[config.mk]
export PLATFORM = sky130hd
export DESIGN_NAME = alu_sequencer
export DESIGN_NICKNAME = d
export VERILOG_FILES = /design/src/rtl/alu_pkg.sv /design/src/rtl/alu_sequencer.sv
export SDC_FILE = /design/constraint.sdc
export NUM_CORES = 1
export LEC_CHECK = 0
export BUFFER_PORTS_ARGS = -buffer_cell sky130_fd_sc_hd__buf_2
export CELL_PAD_IN_SITES_DETAIL_PLACEMENT = 1
export CELL_PAD_IN_SITES_GLOBAL_PLACEMENT = 1
export CORE_ASPECT_RATIO = 1.4
export CORE_MARGIN = 1.5
export CORE_UTILIZATION = 34
export CTS_CLUSTER_DIAMETER = 100
export CTS_CLUSTER_SIZE = 25
export DETAILED_ROUTE_END_ITERATION = 12
export PLACE_DENSITY_LB_ADDON = 0.1
export SETUP_SLACK_MARGIN = 0.05
export SYNTH_ARGS = -nofsm -noshare
export SYNTH_HDL_FRONTEND = slang
export SYNTH_SLANG_ARGS = --single-unit
[constraint.sdc]
create_clock -name clk -period 1.6 [get_ports clk]
set_input_delay 0.08 -clock clk [delete_from_list [all_inputs] [get_ports clk]]
set_output_delay 0.08 -clock clk [all_outputs]
set_load 0.01 [all_outputs]
[src/rtl/alu_pkg.sv]
// Shared definitions for the ALU and its sequencer: op codes, flag bit
// positions, branch-condition encodings and the sequencer state type.
package alu_pkg;

    // Op codes the ALU executes directly
    localparam logic [3:0] OP_ADD   = 4'b0000;
    localparam logic [3:0] OP_ADDC  = 4'b0001;
    localparam logic [3:0] OP_SUB   = 4'b0010;
    localparam logic [3:0] OP_SUBC  = 4'b0011;
    localparam logic [3:0] OP_AND   = 4'b0100;
    localparam logic [3:0] OP_OR    = 4'b0101;
    localparam logic [3:0] OP_XOR   = 4'b0110;
    localparam logic [3:0] OP_CMP   = 4'b0111;
    localparam logic [3:0] OP_INR   = 4'b1000;
    localparam logic [3:0] OP_DCR   = 4'b1001;
    localparam logic [3:0] OP_RLC   = 4'b1010;

    // Op codes handled by the sequencer itself
    localparam logic [3:0] OP_ADD16 = 4'b1011;
    localparam logic [3:0] OP_LOAD  = 4'b1100;
    localparam logic [3:0] OP_LOADH = 4'b1101;

    // Select value parked on the ALU while nothing is executing
    localparam logic [3:0] OP_IDLE  = 4'b1111;

    // Flag bit positions, shared by alu_flags and the PSW
    localparam int FLG_P = 3;
    localparam int FLG_C = 2;
    localparam int FLG_S = 1;
    localparam int FLG_Z = 0;

    // Branch condition encodings for cond_sel
    localparam logic [2:0] COND_NZ = 3'b000;
    localparam logic [2:0] COND_Z  = 3'b001;
    localparam logic [2:0] COND_NC = 3'b010;
    localparam logic [2:0] COND_C  = 3'b011;
    localparam logic [2:0] COND_NP = 3'b100;
    localparam logic [2:0] COND_P  = 3'b101;
    localparam logic [2:0] COND_NS = 3'b110;
    localparam logic [2:0] COND_S  = 3'b111;

    typedef enum logic [1:0] {
        ST_IDLE,
        ST_EXEC,
        ST_EXEC_LO,
        ST_EXEC_HI
    } seq_state_t;

    // True for op codes that the ALU computes (writeback from alu_result/flags)
    function automatic logic is_alu_op(input logic [3:0] op);
        return (op <= OP_RLC);
    endfunction

endpackage

[src/rtl/alu_sequencer.sv]
// Control-side partner of the 8-bit ALU: accepts op requests, drives the ALU,
// writes results back into acc (L), acc_hi (H) and the PSW, chains the
// two-step 16-bit add and evaluates branch conditions from the PSW.
module alu_sequencer
    import alu_pkg::*;
#(
    parameter logic [7:0] ACC_RESET = 8'h00,
    parameter logic [3:0] PSW_RESET = 4'h0
) (
    input  logic       clk,
    input  logic       rst,
    input  logic       req_valid,
    output logic       req_ready,
    input  logic [3:0] req_op,
    input  logic [7:0] req_b,
    input  logic [7:0] req_b_hi,
    output logic [3:0] alu_sel,
    output logic [7:0] alu_a,
    output logic [7:0] alu_b,
    output logic       alu_cin,
    input  logic [7:0] alu_result,
    input  logic [3:0] alu_flags,
    output logic [7:0] acc_out,
    output logic [7:0] acc_hi_out,
    output logic [3:0] psw_out,
    input  logic [2:0] cond_sel,
    output logic       cond_true,
    output logic       done,
    output logic       err
);

    seq_state_t state;
    logic [7:0] acc;
    logic [7:0] acc_hi;
    logic [3:0] psw;
    logic [3:0] op_q;
    logic [7:0] b_q;
    logic [7:0] b_hi_q;
    logic       c16;

    assign req_ready  = (state == ST_IDLE);
    assign acc_out    = acc;
    assign acc_hi_out = acc_hi;
    assign psw_out    = psw;

    // Sequencer FSM: latch requests, write back ALU results, pulse done/err
    always_ff @(posedge clk or posedge rst) begin
        if (rst) begin
            state  <= ST_IDLE;
            acc    <= ACC_RESET;
            acc_hi <= ACC_RESET;
            psw    <= PSW_RESET;
            op_q   <= '0;
            b_q    <= '0;
            b_hi_q <= '0;
            c16    <= 1'b0;
            done   <= 1'b0;
            err    <= 1'b0;
        end else begin
            done <= 1'b0;
            err  <= 1'b0;
            case (state)
                ST_IDLE: begin
                    if (req_valid && req_ready) begin
                        op_q   <= req_op;
                        b_q    <= req_b;
                        b_hi_q <= req_b_hi;
                        state  <= (req_op == OP_ADD16) ? ST_EXEC_LO : ST_EXEC;
                    end
                end
                ST_EXEC: begin
                    if (is_alu_op(op_q)) begin
                        // CMP leaves the ALU result undefined, so only flags land
                        if (op_q != OP_CMP) begin
                            acc <= alu_result;
                        end
                        psw <= alu_flags;
                    end else if (op_q == OP_LOAD) begin
                        acc <= b_q;
                    end else if (op_q == OP_LOADH) begin
                        acc_hi <= b_q;
                    end else begin
                        err <= 1'b1;
                    end
                    done  <= 1'b1;
                    state <= ST_IDLE;
                end
                ST_EXEC_LO: begin
                    acc   <= alu_result;
                    c16   <= alu_flags[FLG_C];
                    state <= ST_EXEC_HI;
                end
                ST_EXEC_HI: begin
                    acc_hi     <= alu_result;
                    psw[FLG_C] <= alu_flags[FLG_C];
                    done       <= 1'b1;
                    state      <= ST_IDLE;
                end
                default: state <= ST_IDLE;
            endcase
        end
    end

    // ALU operand/select drive for the current state; parked values when idle
    always_comb begin
        alu_sel = OP_IDLE;
        alu_a   = 8'h00;
        alu_b   = 8'h00;
        alu_cin = 1'b0;
        case (state)
            ST_EXEC: begin
                alu_sel = op_q;
                alu_a   = acc;
                alu_b   = b_q;
                alu_cin = psw[FLG_C];
            end
            ST_EXEC_LO: begin
                alu_sel = OP_ADD;
                alu_a   = acc;
                alu_b   = b_q;
                alu_cin = 1'b0;
            end
            ST_EXEC_HI: begin
                alu_sel = OP_ADDC;
                alu_a   = acc_hi;
                alu_b   = b_hi_q;
                alu_cin = c16;
            end
            default: ;
        endcase
    end

    // Branch condition evaluated straight from the PSW
    always_comb begin
        cond_true = 1'b0;
        case (cond_sel)
            COND_NZ: cond_true = ~psw[FLG_Z];
            COND_Z:  cond_true =  psw[FLG_Z];
            COND_NC: cond_true = ~psw[FLG_C];
            COND_C:  cond_true =  psw[FLG_C];
            COND_NP: cond_true = ~psw[FLG_P];
            COND_P:  cond_true =  psw[FLG_P];
            COND_NS: cond_true = ~psw[FLG_S];
            COND_S:  cond_true =  psw[FLG_S];
            default: cond_true = 1'b0;
        endcase
    end

endmodule
==> flow_metrics.tcl <==
set metrics [dict create \
    outcome "finished, violations left" \
    failed_checks "negative setup slack" \
    hpwl_um 4646 \
    synth.distinct_cells 30 \
    cp_max_fo 4 \
    criticalPathCategory "reg -> out" \
    synth_nets 250 \
    via_count 2095 \
    routed_via_density 5.199 \
    hold_class "in -> reg" \
    worstSetupEndpointType "output pin" \
    drtAntennaViolNets 0 \
    die_h_um 99.73 \
    grt_usage_pct 20.24 \
    finalCritPeriodShare_pct 110.7 \
    finish.net_count 371 \
    die_x_um 72.09 \
    p_leak_nw 1.758 \
    drv_slew 0 \
    syn2layout_area_growth_pct 69.16 \
    tightest_slew_ns 0.3461 \
    clockBufferDepth 2 \
    synth_enable_flop_cells 0 \
    grt_max_degree 46 \
    final_cell_mix "buf_2 (82), dfrtp_1 (43), mux2_4 (22)" \
    hold_violations 0 \
    gr-total-overflow 0 \
    cts_root_buf "clkbuf_8" \
    core-area_mm2 0.006525 \
    clock_latency_ns 0.30 \
    cp.required_ns 1.52 \
    rows 35 \
    layout_setup_ws_ns -0.1712 \
    wl_per_cell_um 18.76 \
    layout_commonest_cell "buf_2" \
    syn_area_mm2 0.002272 \
    ios 83 \
    io_buffers 82 \
    crit_path_start_kind "flip-flop" \
    synth_ff_type "dfrtp_1" \
    final_area_mm2 0.003844 \
    drtIter0Drc 47 \
    cts_tree "done" \
    antenna_found_initial 0 \
    place_area_mm2 0.002903 \
    drcViolationCount 0 \
    syn_avg_cell_area_um2 10.98 \
    clkSinkCount 45 \
    dieArea_mm2 0.007189 \
    first_global_vias 2185 \
    yosys_warnings 0 \
    fin_crit_ns 1.771 \
    arrival_ns 1.69 \
    clkSlewWorstSetupHoldPaths_ns 0.09 \
    grt_pass1_wl_um 11100 \
    dr.pass1.iters 4 \
    ys_seq_elements 45 \
    synthArstFlopShare_pct 100.0 \
    ir_drop_uv 835.4 \
    powerDensity_mw_per_mm2 2232 \
    synth.yosys.seq_area_share_pct 49.56 \
    setup_violations 50 \
    skew_ns 0.006319 \
    drive_above_1_share_pct 67.17 \
    n_antenna_cell 0 \
    synthCells 207 \
    numCtsBuffers 5 \
    routed_wl_um 7559 \
    rsz0062_at_grt "yes" \
    maxCapViolCount 0 \
    gp_congestion 0.7288 \
    htree_levels 2 \
    initial_core_util_pct 34.82 \
    setup_tns_ns -4.256 \
    slew_headroom_pct 76.93 \
    max_freq_ghz 0.5646 \
]
## layer usage
layer	routed length [um]	share of wire (%)	vias to the layer above	GRT usage [%]
li1	-	-	974	-
met1	3196	42	1059	24.08
met2	4059	54	56	37.18
met3	252	3.3	6	3.242
met4	51	0.67	0	5.370
met5	0	0	-	0
## critical path, stage by stage, from the launching register on
cell	delay, ns
dfrtp_2	0.44
buf_4	0.15
ha_4	0.15
buf_4	0.13
or3_4	0.33
nand2_1	0.06
buf_2	0.12
## report_power, final
| part | total (mW) | leakage [nW] | switching, mW | internal, mW |
|---|---|---|---|---|
| clock | 1.04 | 0.0681 | 0.416 | 0.621 |
| sequential | 2.49 | 0.521 | 0.776 | 1.72 |
| combinational | 5.05 | 1.17 | 2.33 | 2.72 |
## path summary, 6_finish.rpt
path | endpoint | cells past startpoint | slack [ns] | from
max reg2reg | acc_out[7]$_DFFE_PP0P_ | 7 | -0.16 | state[1]$_DFFE_PP0P_
min reg2reg | b_hi_q[3]$_DFFE_PP0P_ | 1 | 0.54 | b_hi_q[3]$_DFFE_PP0P_
min in group asynchronous | psw_out[3]$_DFFE_PP0P_ | 4 | 0.35 | rst
min | b_q[3]$_DFFE_PP0P_ | 2 | 0.008 | req_b[3]
max | alu_sel[2] | 6 | -0.17 | state[1]$_DFFE_PP0P_
max in group asynchronous | state[1]$_DFFE_PP0P_ | 4 | 1.02 | rst
## synthesized netlist by cell type, drive strengths merged (4+ instances only)
library cell / n / share of area [%]
clkbuf: 8 / 1.3
inv: 4 / 0.66
o21ai: 5 / 1.1
ha: 5 / 2.8
buf: 4 / 1.4
dfrtp: 45 / 50
mux2i: 16 / 7.0
a21oi: 18 / 4.0
mux2: 25 / 12
a22oi: 16 / 5.3
nor2: 34 / 5.6
nand2: 9 / 1.5
## sequential cells by signal (all words and copies together), names as in the netlist, 2 cells and up
signal	cells
psw_out	4
state	2
acc_out	8
b_hi_q	8
acc_hi_out	8
b_q	8
op_q	4
## what timing repair did
item,4_1_cts,5_1_grt
gates cloned,1,1
pin swaps,12,10
hold buffers,10,1
endpoints found under the setup margin,52,60
hold endpoints to repair,54,1
setup buffers,5,8
gates resized for setup,39,95
## cells by family (layout without fill, tap and decap cells)
family | after synthesis | count (layout) | share of synthesized area [%]
flops | 45 | 45 | 49.56
simple gates | 54 | 54 | 10.68
buf+inv | 16 | 138 | 3.358
mux | 42 | 42 | 20.43
xor+xnor | 1 | 1 | 0.3855
fa+ha+maj | 6 | 6 | 3.249
compound gates | 43 | 43 | 12.34
## area by class of cell
type | instances | area [um^2]
Inverter | 4 | 17.52
Fill cell | 698 | 2681
Sequential cell | 45 | 1129
Tap cell | 74 | 92.59
Timing Repair Buffer | 126 | 929.6
Clock buffer | 5 | 68.82
Clock inverter | 3 | 65.06
Multi-Input combinational cell | 146 | 1541
## stage by stage
stage	hold slack, ns	setup slack, ns	instances	util (%)	power, mW
floorplan	0.2306	-0.006086	207	-	4.234
global placement	0.1344	0.02376	369	44.49	5.608
detailed placement	0.1364	-0.07021	369	44.49	5.701
CTS	0.003134	-0.1707	393	51.31	7.237
global route	0.0008310	-0.2248	403	58.91	9.090
finish	0.008119	-0.1712	403	58.91	8.579
Note: power is estimated with default switching activity, not from simulation.
